### src/rtl/host_bridge_pkg.sv
// host_bridge_pkg
// Shared definitions for the host register bridge: FSM state encoding,
// AHB response / transfer-type constants and the byte-enable helper.
// Optional feature macro used by the bridge: HOST_BRIDGE_TIMEOUT_EN.
package host_bridge_pkg;

  typedef enum logic [2:0] {
    ST_IDLE   = 3'd0,
    ST_ACCESS = 3'd1,
    ST_WAIT   = 3'd2,
    ST_DONE   = 3'd3,
    ST_ERR1   = 3'd4,
    ST_ERR2   = 3'd5
  } bridge_state_e;

  localparam logic [1:0] HRESP_OKAY    = 2'b00;
  localparam logic [1:0] HRESP_ERROR   = 2'b01;
  localparam logic [1:0] HTRANS_NONSEQ = 2'b10;
  localparam logic [1:0] HTRANS_SEQ    = 2'b11;

  // Byte lanes touched by an access of the given AHB size at the given
  // low address bits. Sizes above word never reach a target, so they
  // simply fall into the full-word case.
  function automatic logic [3:0] byte_en(input logic [2:0] size,
                                         input logic [1:0] addr_lo);
    logic [3:0] be;
    case (size)
      3'd0:    be = 4'b0001 << addr_lo;
      3'd1:    be = addr_lo[1] ? 4'b1100 : 4'b0011;
      default: be = 4'b1111;
    endcase
    return be;
  endfunction

endpackage

### src/rtl/host_bridge_decode.sv
// host_bridge_decode
// Purely combinational address/size decode for the host bridge.
// Ports:
//   addr_i      AHB address
//   size_i      AHB transfer size
//   idx_o       target window index
//   sel_o       one-hot target select
//   offs_o      window-relative byte address
//   unmapped_o  address bits above the index field are non-zero
//   illegal_o   size above word, or misaligned halfword/word
//   be_o        byte enables
module host_bridge_decode
  import host_bridge_pkg::*;
#(
  parameter int NUM_TGT    = 4,
  parameter int TGT_ADDR_W = 10,
  parameter int ADDR_W     = 16,
  parameter int IDX_W      = $clog2(NUM_TGT)
) (
  input  logic [ADDR_W-1:0]     addr_i,
  input  logic [2:0]            size_i,
  output logic [IDX_W-1:0]      idx_o,
  output logic [NUM_TGT-1:0]    sel_o,
  output logic [TGT_ADDR_W-1:0] offs_o,
  output logic                  unmapped_o,
  output logic                  illegal_o,
  output logic [3:0]            be_o
);

  localparam int HI_LSB = TGT_ADDR_W + IDX_W;

  assign idx_o  = addr_i[TGT_ADDR_W +: IDX_W];
  assign offs_o = addr_i[TGT_ADDR_W-1:0];
  assign be_o   = byte_en(size_i, addr_i[1:0]);

  genvar gi;
  generate
    for (gi = 0; gi < NUM_TGT; gi++) begin : g_sel
      assign sel_o[gi] = (idx_o == IDX_W'(gi));
    end

    // When the windows exactly fill the address space nothing is unmapped.
    if (ADDR_W > HI_LSB) begin : g_hi
      assign unmapped_o = |addr_i[ADDR_W-1:HI_LSB];
    end else begin : g_no_hi
      assign unmapped_o = 1'b0;
    end
  endgenerate

  always_comb begin
    illegal_o = 1'b0;
    if (size_i > 3'd2)
      illegal_o = 1'b1;
    else if (size_i == 3'd1 && addr_i[0])
      illegal_o = 1'b1;
    else if (size_i == 3'd2 && addr_i[1:0] != 2'b00)
      illegal_o = 1'b1;
  end

endmodule

### src/rtl/host_reg_bridge.sv
// host_reg_bridge
// AHB-Lite slave that decodes host accesses into NUM_TGT register windows,
// issues one-cycle read/write strobes to the selected target, stalls the
// bus until that target signals ready and returns its read data.
// Unmapped or illegal accesses get a two-cycle ERROR response.
// Optional: define HOST_BRIDGE_TIMEOUT_EN to abort a WAIT that lasts
// TIMEOUT_CYC cycles with an ERROR response.
// Ports:
//   macPIClk, macPIClkHardRst      clock, synchronous active-high reset
//   hSSel/hSWrite/hSReadyIn/hSTrans/hSSize/hSAddr/hSWData  AHB slave inputs
//   hSRData/hSReadyOut/hSResp      AHB slave outputs
//   tgtSel/tgtWrite/tgtRead/tgtAddr/tgtWData/tgtBe  target request
//   tgtReady/tgtRData              per-target completion and read data
module host_reg_bridge
  import host_bridge_pkg::*;
#(
  parameter int NUM_TGT     = 4,
  parameter int TGT_ADDR_W  = 10,
  parameter int ADDR_W      = 16,
  parameter int DATA_W      = 32,
  parameter int TIMEOUT_CYC = 255
) (
  input  logic                      macPIClk,
  input  logic                      macPIClkHardRst,
  input  logic                      hSSel,
  input  logic                      hSWrite,
  input  logic                      hSReadyIn,
  input  logic [1:0]                hSTrans,
  input  logic [2:0]                hSSize,
  input  logic [ADDR_W-1:0]         hSAddr,
  input  logic [DATA_W-1:0]         hSWData,
  output logic [DATA_W-1:0]         hSRData,
  output logic                      hSReadyOut,
  output logic [1:0]                hSResp,
  output logic [NUM_TGT-1:0]        tgtSel,
  output logic                      tgtWrite,
  output logic                      tgtRead,
  output logic [TGT_ADDR_W-1:0]     tgtAddr,
  output logic [DATA_W-1:0]         tgtWData,
  output logic [3:0]                tgtBe,
  input  logic [NUM_TGT-1:0]        tgtReady,
  input  logic [NUM_TGT*DATA_W-1:0] tgtRData
);

  localparam int IDX_W = $clog2(NUM_TGT);

  genvar gi;
  generate
    if (NUM_TGT < 2 || NUM_TGT > 8 || (1 << IDX_W) != NUM_TGT) begin : g_bad_num
      $error("host_reg_bridge: NUM_TGT must be a power of two in 2..8");
    end
    if (TIMEOUT_CYC < 1 || TIMEOUT_CYC > 65535) begin : g_bad_tmo
      $error("host_reg_bridge: TIMEOUT_CYC must be in 1..65535");
    end
    if (ADDR_W < TGT_ADDR_W + IDX_W) begin : g_bad_addr
      $error("host_reg_bridge: ADDR_W too small for the window map");
    end
  endgenerate

  // Decode of the current address phase
  logic [IDX_W-1:0]      dec_idx;
  logic [NUM_TGT-1:0]    dec_sel;
  logic [TGT_ADDR_W-1:0] dec_offs;
  logic                  dec_unmapped;
  logic                  dec_illegal;
  logic [3:0]            dec_be;

  host_bridge_decode #(
    .NUM_TGT    (NUM_TGT),
    .TGT_ADDR_W (TGT_ADDR_W),
    .ADDR_W     (ADDR_W),
    .IDX_W      (IDX_W)
  ) u_decode (
    .addr_i     (hSAddr),
    .size_i     (hSSize),
    .idx_o      (dec_idx),
    .sel_o      (dec_sel),
    .offs_o     (dec_offs),
    .unmapped_o (dec_unmapped),
    .illegal_o  (dec_illegal),
    .be_o       (dec_be)
  );

  // Per-target read data as an array so the selected slice is a plain index
  logic [DATA_W-1:0] rdata_arr [NUM_TGT];
  generate
    for (gi = 0; gi < NUM_TGT; gi++) begin : g_rdata
      assign rdata_arr[gi] = tgtRData[gi*DATA_W +: DATA_W];
    end
  endgenerate

  bridge_state_e         state_q, state_d;
  logic [IDX_W-1:0]      idx_q;
  logic                  write_q;
  logic [NUM_TGT-1:0]    sel_q;
  logic                  wr_stb_q;
  logic                  rd_stb_q;
  logic [TGT_ADDR_W-1:0] addr_q;
  logic [3:0]            be_q;
  logic [DATA_W-1:0]     wdata_q;
  logic [DATA_W-1:0]     rdata_q;

  logic accept;
  logic start;
  logic done;
  logic sel_ready;
  logic tmo_hit;
  logic ready_out;

  assign accept = hSSel && hSReadyIn &&
                  (hSTrans == HTRANS_NONSEQ || hSTrans == HTRANS_SEQ);

  // Only the latched target's ready is ever looked at.
  assign sel_ready = tgtReady[idx_q];

`ifdef HOST_BRIDGE_TIMEOUT_EN
  logic [15:0] cnt_q, cnt_d;

  // Fires on the WAIT cycle in which the count would reach the limit.
  assign tmo_hit = (state_q == ST_WAIT) && ((cnt_q + 16'd1) == 16'(TIMEOUT_CYC));

  always_comb begin
    cnt_d = cnt_q;
    if (start)
      cnt_d = '0;
    else if (state_q == ST_WAIT)
      cnt_d = cnt_q + 16'd1;
  end

  always_ff @(posedge macPIClk) begin
    if (macPIClkHardRst)
      cnt_q <= '0;
    else
      cnt_q <= cnt_d;
  end
`else
  assign tmo_hit = 1'b0;
`endif

  always_comb begin
    state_d   = state_q;
    start     = 1'b0;
    done      = 1'b0;
    ready_out = 1'b1;
    case (state_q)
      ST_IDLE, ST_DONE, ST_ERR2: begin
        if (accept) begin
          if (dec_unmapped || dec_illegal) begin
            state_d = ST_ERR1;
          end else begin
            state_d = ST_ACCESS;
            start   = 1'b1;
          end
        end else begin
          state_d = ST_IDLE;
        end
      end
      ST_ACCESS: begin
        ready_out = 1'b0;
        if (sel_ready) begin
          state_d = ST_DONE;
          done    = 1'b1;
        end else begin
          state_d = ST_WAIT;
        end
      end
      ST_WAIT: begin
        ready_out = 1'b0;
        // A ready arriving in the same cycle as the timeout still wins.
        if (sel_ready) begin
          state_d = ST_DONE;
          done    = 1'b1;
        end else if (tmo_hit) begin
          state_d = ST_ERR1;
        end
      end
      ST_ERR1: begin
        ready_out = 1'b0;
        state_d   = ST_ERR2;
      end
      default: state_d = ST_IDLE;
    endcase
  end

  always_ff @(posedge macPIClk) begin
    if (macPIClkHardRst) begin
      state_q  <= ST_IDLE;
      idx_q    <= '0;
      write_q  <= 1'b0;
      sel_q    <= '0;
      wr_stb_q <= 1'b0;
      rd_stb_q <= 1'b0;
      addr_q   <= '0;
      be_q     <= '0;
      wdata_q  <= '0;
      rdata_q  <= '0;
    end else begin
      state_q  <= state_d;
      wr_stb_q <= start && hSWrite;
      rd_stb_q <= start && !hSWrite;
      if (start) begin
        idx_q   <= dec_idx;
        write_q <= hSWrite;
        sel_q   <= dec_sel;
        addr_q  <= dec_offs;
        be_q    <= dec_be;
      end else if (state_d != ST_ACCESS && state_d != ST_WAIT) begin
        sel_q <= '0;
      end
      // Write data is only valid on the bus during the strobe cycle, so
      // keep a copy for targets that complete later.
      if (state_q == ST_ACCESS)
        wdata_q <= hSWData;
      if (done && !write_q)
        rdata_q <= rdata_arr[idx_q];
    end
  end

  assign hSReadyOut = ready_out;
  assign hSResp     = (state_q == ST_ERR1 || state_q == ST_ERR2) ? HRESP_ERROR : HRESP_OKAY;
  assign hSRData    = rdata_q;
  assign tgtSel     = sel_q;
  assign tgtWrite   = wr_stb_q;
  assign tgtRead    = rd_stb_q;
  assign tgtAddr    = addr_q;
  assign tgtBe      = be_q;
  assign tgtWData   = (state_q == ST_ACCESS) ? hSWData : wdata_q;

endmodule
### config.mk
export PLATFORM = sky130hd
export DESIGN_NAME = host_reg_bridge
export DESIGN_NICKNAME = d
export VERILOG_FILES = /design/src/rtl/host_bridge_pkg.sv /design/src/rtl/host_bridge_decode.sv /design/src/rtl/host_reg_bridge.sv
export SDC_FILE = /design/constraint.sdc
export NUM_CORES = 1
export LEC_CHECK = 0
export BUFFER_PORTS_ARGS = -buffer_cell sky130_fd_sc_hd__buf_4
export CAP_MARGIN = 20
export CORE_AREA = 3 3 107 109
export DETAILED_ROUTE_END_ITERATION = 16
export DIE_AREA = 0 0 110 112
export GPL_ROUTABILITY_DRIVEN = 0
export HOLD_SLACK_MARGIN = 0.02
export PLACE_DENSITY = 0.86
export SETUP_SLACK_MARGIN = 0.3
export SLEW_MARGIN = 30
export SYNTH_ARGS = -nofsm -noshare
export SYNTH_HDL_FRONTEND = slang
export SYNTH_SLANG_ARGS = --single-unit
### constraint.sdc
create_clock -name macPIClk -period 4.5 [get_ports macPIClk]
set_input_delay 0.225 -clock macPIClk [delete_from_list [all_inputs] [get_ports macPIClk]]
set_output_delay 0.225 -clock macPIClk [all_outputs]
set_load 0.03 [all_outputs]
==> results_dict.tcl, run 1 <==
set metrics [dict create \
    crit_path_frequent_cell "buf_4" \
    synthCells 419 \
    synth_area_per_cell_um2 10.26 \
    dp_hpwl_mm 11.17 \
    clockBufferDepth 2 \
    overflow 0 \
    ys_types 33 \
    final_area_um2 6546 \
    synth_top_area_cell "dfxtp_1" \
    synth_area_um2 4299 \
    crit_path_end_kind "output port" \
    crit_arrival_ns 2.40 \
    worstPathMaxFanout 15 \
    finalSetupViolCount 0 \
    drive_gt1_share_pct 53.39 \
    std_cell_rows 38 \
    wire_per_inst_um 17.40 \
    cp_slowest_cell "nor3_4" \
    grt_pass1_wl_mm 21.31 \
    p_sw_share_pct 26.92 \
    power_density_nw_per_um2 271.5 \
    grt_usage_pct 22.23 \
    power_uw 1777 \
    fmax_mhz 380.4 \
    finalHoldViolCount 0 \
    cp_slowest_stage_delay_ns 0.52 \
    power.switching_uw 478.4 \
    firstDrtPassIters 4 \
    seq_power_share_pct 47.1 \
    cts_tree "done" \
    clock_latency_ns 0.34 \
    grt_antenna_before_repair 0 \
    final_nets 863 \
    yosysSeqAreaShare_pct 41.91 \
    yosys_warnings 0 \
    initial_core_util_pct 40.19 \
    htreeDepth 3 \
    cp_num_buf_inv 4 \
    cp-start-kind "flop" \
    syn_nets 609 \
    hp-class "input pin to flop" \
    drc_errors 0 \
    p_int_uw 1299 \
    wl_mm 14.25 \
    nFillCells 889 \
    die-area_um2 12320 \
    seq_area_um2 1803 \
    ys_top_cells_by_area "dfxtp_1 (42%), mux4_2 (17%), mux2_2 (8.4%)" \
    yosys_register_bits 90 \
    power.share.clock_pct 29.2 \
    multi_input_area_um2 2257 \
    fin_crit_ns 2.629 \
    power.leakage_uw 0.002854 \
    critPathKind "flop to output port" \
    post_cts_buffers 0 \
    synth_top_area_share_pct 41.91 \
    grt_max_degree 92 \
    port_buffers 274 \
    numCtsBuffers 9 \
    vias_per_cell 5.211 \
    die_x_um 110 \
    relSlewSlack_pct 36.16 \
    pwr-share-comb_pct 23.7 \
    finalSetupTns_ns 0 \
    core_area_um2 10700 \
    drtAntennaViolNets 0 \
    cp_top_family "buffers and inverters" \
    root_buffer "clkbuf_8" \
    maxSlewViolCount 0 \
    num_vias 4268 \
    vdd_drop_max_mv 0.1436 \
    boundaryPins 277 \
    grt_setup_unrepaired "false" \
    place_area_um2 6352 \
    area_growth_pct 52.27 \
    die_h_um 112 \
    grt_pass1_vias 4234 \
    period_share_pct 58.42 \
    path_cells "inv_1, nor3_4, buf_6, buf_4, mux2_2, buf_4" \
    final_util_pct 61.19 \
    required_ns 4.28 \
    clkTransAtPathRegs_ns 0.08 \
    clock_sinks 90 \
    drt_iter0_drc 219 \
    outcome "finished clean" \
    post_cts_resized 0 \
    tightest_slew_ns 0.9576 \
    drv_cap 0 \
    hold_buffers 0 \
    fin_skew_ns 0.005354 \
]
==> area by class of cell <==
type	instances	share of cell area, %
clock buffer	13	2.122
antenna	1	0.03823
timing repair buffer	281	32.24
tap	140	2.676
sequential	90	27.54
clock inverter	3	0.6116
inverter	5	0.2867
multi-input combinational	286	34.48
==> Yosys cell counts <==
cell type,instances
a311oi_1,2
o211ai_1,2
a21oi_1,50
nor4b_2,1
and4bb_1,1
mux2_2,32
nand4bb_1,1
and3_1,1
o21ai_0,20
and3b_1,1
nor2_1,3
nor3_2,1
clkbuf_1,14
inv_1,5
nor4_1,1
buf_4,5
nand3_1,13
o21bai_1,1
conb_1,1
nor3b_1,2
o211a_1,2
buf_2,11
nor2b_1,34
nand2_1,70
buf_1,1
a22oi_1,1
buf_6,7
mux4_2,33
a31oi_1,1
nor3_1,6
o41ai_1,4
xor2_1,2
dfxtp_1,90
==> stage by stage <==
stage	hold slack [ns]	worst slack (ns)	cells
floorplan	0.3043	2.776	419
global placement	0.4087	2.027	799
detailed placement	0.4137	2.234	800
CTS	0.03111	1.837	816
global route	0.03483	1.696	818
finish	0.05241	1.871	819
==> power groups by stage <==
| stage | clock network [µW] | registers (µW) | logic [µW] |
|---|---|---|---|
| floorplan | 0 | 875 | 196 |
| global placement | 0 | 854 | 409 |
| detailed placement | 0 | 856 | 421 |
| CTS | 538 | 837 | 422 |
| global route | 570 | 841 | 449 |
| finish | 518 | 837 | 422 |
==> layout by cell type, fill, tap and decap left out, drive strengths merged <==
| master | instances |
|---|---|
| a21oi | 50 |
| a22oi | 1 |
| a311oi | 2 |
| a31oi | 1 |
| and3 | 1 |
| and3b | 1 |
| and4bb | 1 |
| buf | 279 |
| bufinv | 1 |
| clkbuf | 15 |
| clkinv | 2 |
| conb | 1 |
| dfxtp | 90 |
| diode | 1 |
| inv | 5 |
| mux2 | 32 |
| mux4 | 33 |
| nand2 | 70 |
| nand3 | 13 |
| nand4bb | 1 |
| nor2 | 3 |
| nor2b | 34 |
| nor3 | 7 |
| nor3b | 2 |
| nor4 | 1 |
| nor4b | 1 |
| o211a | 2 |
| o211ai | 2 |
| o21ai | 20 |
| o21bai | 1 |
| o41ai | 4 |
| xor2 | 2 |
==> routing by layer <==
metal	share of wire (%)	GRT usage, %	vias up
met5	0	0	-
met1	39	27.00	2045
li1	-	-	1994
met3	8.7	6.319	25
met4	2.0	6.151	0
met2	51	38.07	204
==> flip-flops by register name (all words and copies together) (netlist names) <==
name	flops
tgtAddr	10
tgtBe	4
tgtSel	4
tgtRead	1
hSRData	32
wdata_q	32
write_q	1
idx_q	2
state_q	3
tgtWrite	1
==> final timing paths <==
check | startpoint | end | slack (ns) | cells past startpoint
setup / recovery | state_q[0] | tgtWData[6] | 1.87 | 6
hold / removal | hSWrite | tgtRead | 0.05 | 2
setup reg to reg | state_q[0] | wdata_q[6] | 2.34 | 6
hold reg to reg | hSRData[2] | hSRData[2] | 0.46 | 2
==> worst reg2reg max path: cells and delay by family, from the launching register on <==
kind / cells / cell delay (ns)
AND/OR/NAND/NOR: 2 / 0.65
flip-flops: 1 / 0.40
multiplexers: 1 / 0.36
buffers and inverters: 3 / 0.61
==> cell families after synthesis <==
group / after synthesis / synth area share, %
and+or+nand+nor: 135 / 15.51
DFF: 90 / 41.91
AOI/OAI and AO/OA: 83 / 10.68
muxes: 65 / 25.67
buffers and inverters: 43 / 5.733
xor gates and xnor gates: 2 / 0.4075
other: 1 / 0.08723
Power figures use the tool's default switching activity.
==> run 2: changes to the inputs <==
--- a/config.mk
+++ b/config.mk
@@ -7,12 +7,12 @@
 export LEC_CHECK = 0
 export BUFFER_PORTS_ARGS = -buffer_cell sky130_fd_sc_hd__buf_4
 export CAP_MARGIN = 20
-export CORE_AREA = 3 3 107 109
+export CORE_MARGIN = 3
+export CORE_UTILIZATION = 39
 export DETAILED_ROUTE_END_ITERATION = 16
-export DIE_AREA = 0 0 110 112
 export GPL_ROUTABILITY_DRIVEN = 0
 export HOLD_SLACK_MARGIN = 0.02
-export PLACE_DENSITY = 0.86
+export PLACE_DENSITY = 0.87
 export SETUP_SLACK_MARGIN = 0.3
 export SLEW_MARGIN = 30
 export SYNTH_ARGS = -nofsm -noshare
==> constraint.sdc (replaced) <==
create_clock -name macPIClk -period 2.4 [get_ports macPIClk]
set_input_delay 0.12 -clock macPIClk [delete_from_list [all_inputs] [get_ports macPIClk]]
set_output_delay 0.12 -clock macPIClk [all_outputs]
set_load 0.03 [all_outputs]
==> results_dict.tcl, run 2 (synthesized netlist as in run 1, its figures left out) <==
set metrics [dict create \
    htreeDepth 3 \
    grt_pass1_vias 4378 \
    cp_slowest_cell "dfxtp_2" \
    drt_iter0_drc 249 \
    die-area_um2 12320 \
    dp_hpwl_mm 11.35 \
    drv_cap 0 \
    cts_tree "done" \
    period_share_pct 82.61 \
    overflow 0 \
    hp-class "input pin to flop" \
    core_area_um2 10510 \
    crit_path_end_kind "output port" \
    path_cells "inv_1, nor3_4, clkbuf_16, mux2_2, buf_4" \
    fmax_mhz 504.4 \
    final_common_cell "buf_4" \
    area_growth_pct 54.80 \
    firstDrtPassIters 4 \
    power_density_nw_per_um2 510.7 \
    drive_gt1_share_pct 54.01 \
    root_buffer "clkbuf_8" \
    finalSetupTns_ns 0 \
    die_h_um 111.0 \
    grt_antenna_before_repair 1 \
    grt_max_degree 53 \
    final_area_um2 6655 \
    reg2reg_slack_ns 0.53 \
    clkTransAtPathRegs_ns 0.09 \
    hold_ws_ns 0.04115 \
    tightest_slew_ns 0.6446 \
    required_ns 2.28 \
    vdd_drop_max_mv 0.3605 \
    drc_errors 0 \
    place_area_um2 6366 \
    grt_pass1_wl_mm 22.74 \
    clockBufferDepth 2 \
    worstPathMaxFanout 16 \
    grt_setup_unrepaired "false" \
    maxSlewViolCount 0 \
    fin_skew_ns 0.01250 \
    vias_per_cell 5.257 \
    outcome "finished clean" \
    multi_input_area_um2 2257 \
    final_cell_mix "buf_4 (282), dfxtp_1 (87), nand2_1 (70)" \
    boundaryPins 277 \
    std_cell_rows 37 \
    port_buffers 274 \
    fin_crit_ns 1.983 \
    numCtsBuffers 9 \
    grt_usage_pct 22.72 \
    clock_sinks 90 \
    clock_latency_ns 0.34 \
    crit_arrival_ns 1.86 \
    seq_area_um2 1805 \
    nFillCells 857 \
    drtAntennaViolNets 0 \
    power.leakage_uw 0.002896 \
    wl_mm 14.61 \
    diodes 0 \
    initial_core_util_pct 40.91 \
    die_x_um 111.0 \
    critPathKind "flop to output port" \
    finalSetupViolCount 0 \
    final_nets 871 \
    relSlewSlack_pct 57.03 \
    cp-start-kind "flop" \
    finalHoldViolCount 0 \
    num_vias 4316 \
    wire_per_inst_um 17.79 \
    cp_slowest_stage_delay_ns 0.37 \
]
## run 2: changes by cell type in the layout (fill, tap and decap cells not counted), sizes merged
| cell | previous run | this run |
|---|---|---|
| diode | 1 | 0 |
| buf | 279 | 283 |
| dlygate4sd3 | 0 | 4 |
| clkinvlp | 0 | 3 |
| clkinv | 2 | 0 |
| clkbuf | 15 | 13 |
## run 2: layer usage
layer | up-vias | global-route usage, % | share of wire, %
li1 | 2010 | - | -
met1 | 2044 | 25.61 | 37
met2 | 226 | 40.74 | 52
met4 | 2 | 7.800 | 2.4
met5 | - | 0 | 0.048
met3 | 34 | 6.714 | 8.1
## run 2: critical path, delay by kind of cell (launching register included)
family	cells	cell delay [ns]
DFF	1	0.37
buffers and inverters	3	0.54
and+or+nand+nor	1	0.27
muxes	1	0.35
## run 2: final cells by class
type | count | area share, %
clock inverters | 4 | 0.7896
flip-flops and latches | 90 | 27.13
inverters | 5 | 0.2820
repair buffers | 289 | 33.20
clock buffers | 11 | 2.124
well taps | 136 | 2.557
multi-input cells | 286 | 33.92
## run 2: where the power goes
part	switching [µW]	internal, µW	total, µW
Combinational	386	426	811
Sequential	27.7	1540	1570
Clock	511	505	1020
## run 2: through the flow
stage	total power [µW]	instances	util (%)	setup WS, ns
floorplan	2009	419	-	0.6755
global placement	2374	799	60.58	0.3809
detailed placement	2398	799	60.58	0.5378
CTS	3426	817	62.83	0.3385
global route	3557	821	63.33	0.3243
finish	3399	821	63.33	0.4173
## run 2: path summary, 6_finish.rpt
path                            depth (start not counted)         from            to
worst max-delay path                                    5   state_q[0]  tgtWData[10]
worst min-delay path                                    3    hSAddr[8]    tgtAddr[8]
worst max register to register                          4   state_q[1]   hSRData[27]
worst min register to register                          2  hSRData[29]   hSRData[29]
## run 2: what timing repair did
| item | CTS | global route |
|---|---|---|
| cloned | 0 | 1 |
| hold buffers | 3 | 1 |
| buffers inserted | 0 | 1 |
| endpoints found under the setup margin | 32 | 32 |
| pin swaps | 0 | 1 |
| hold endpoints to repair | 4 | 1 |
| gates resized for setup | 3 | 2 |
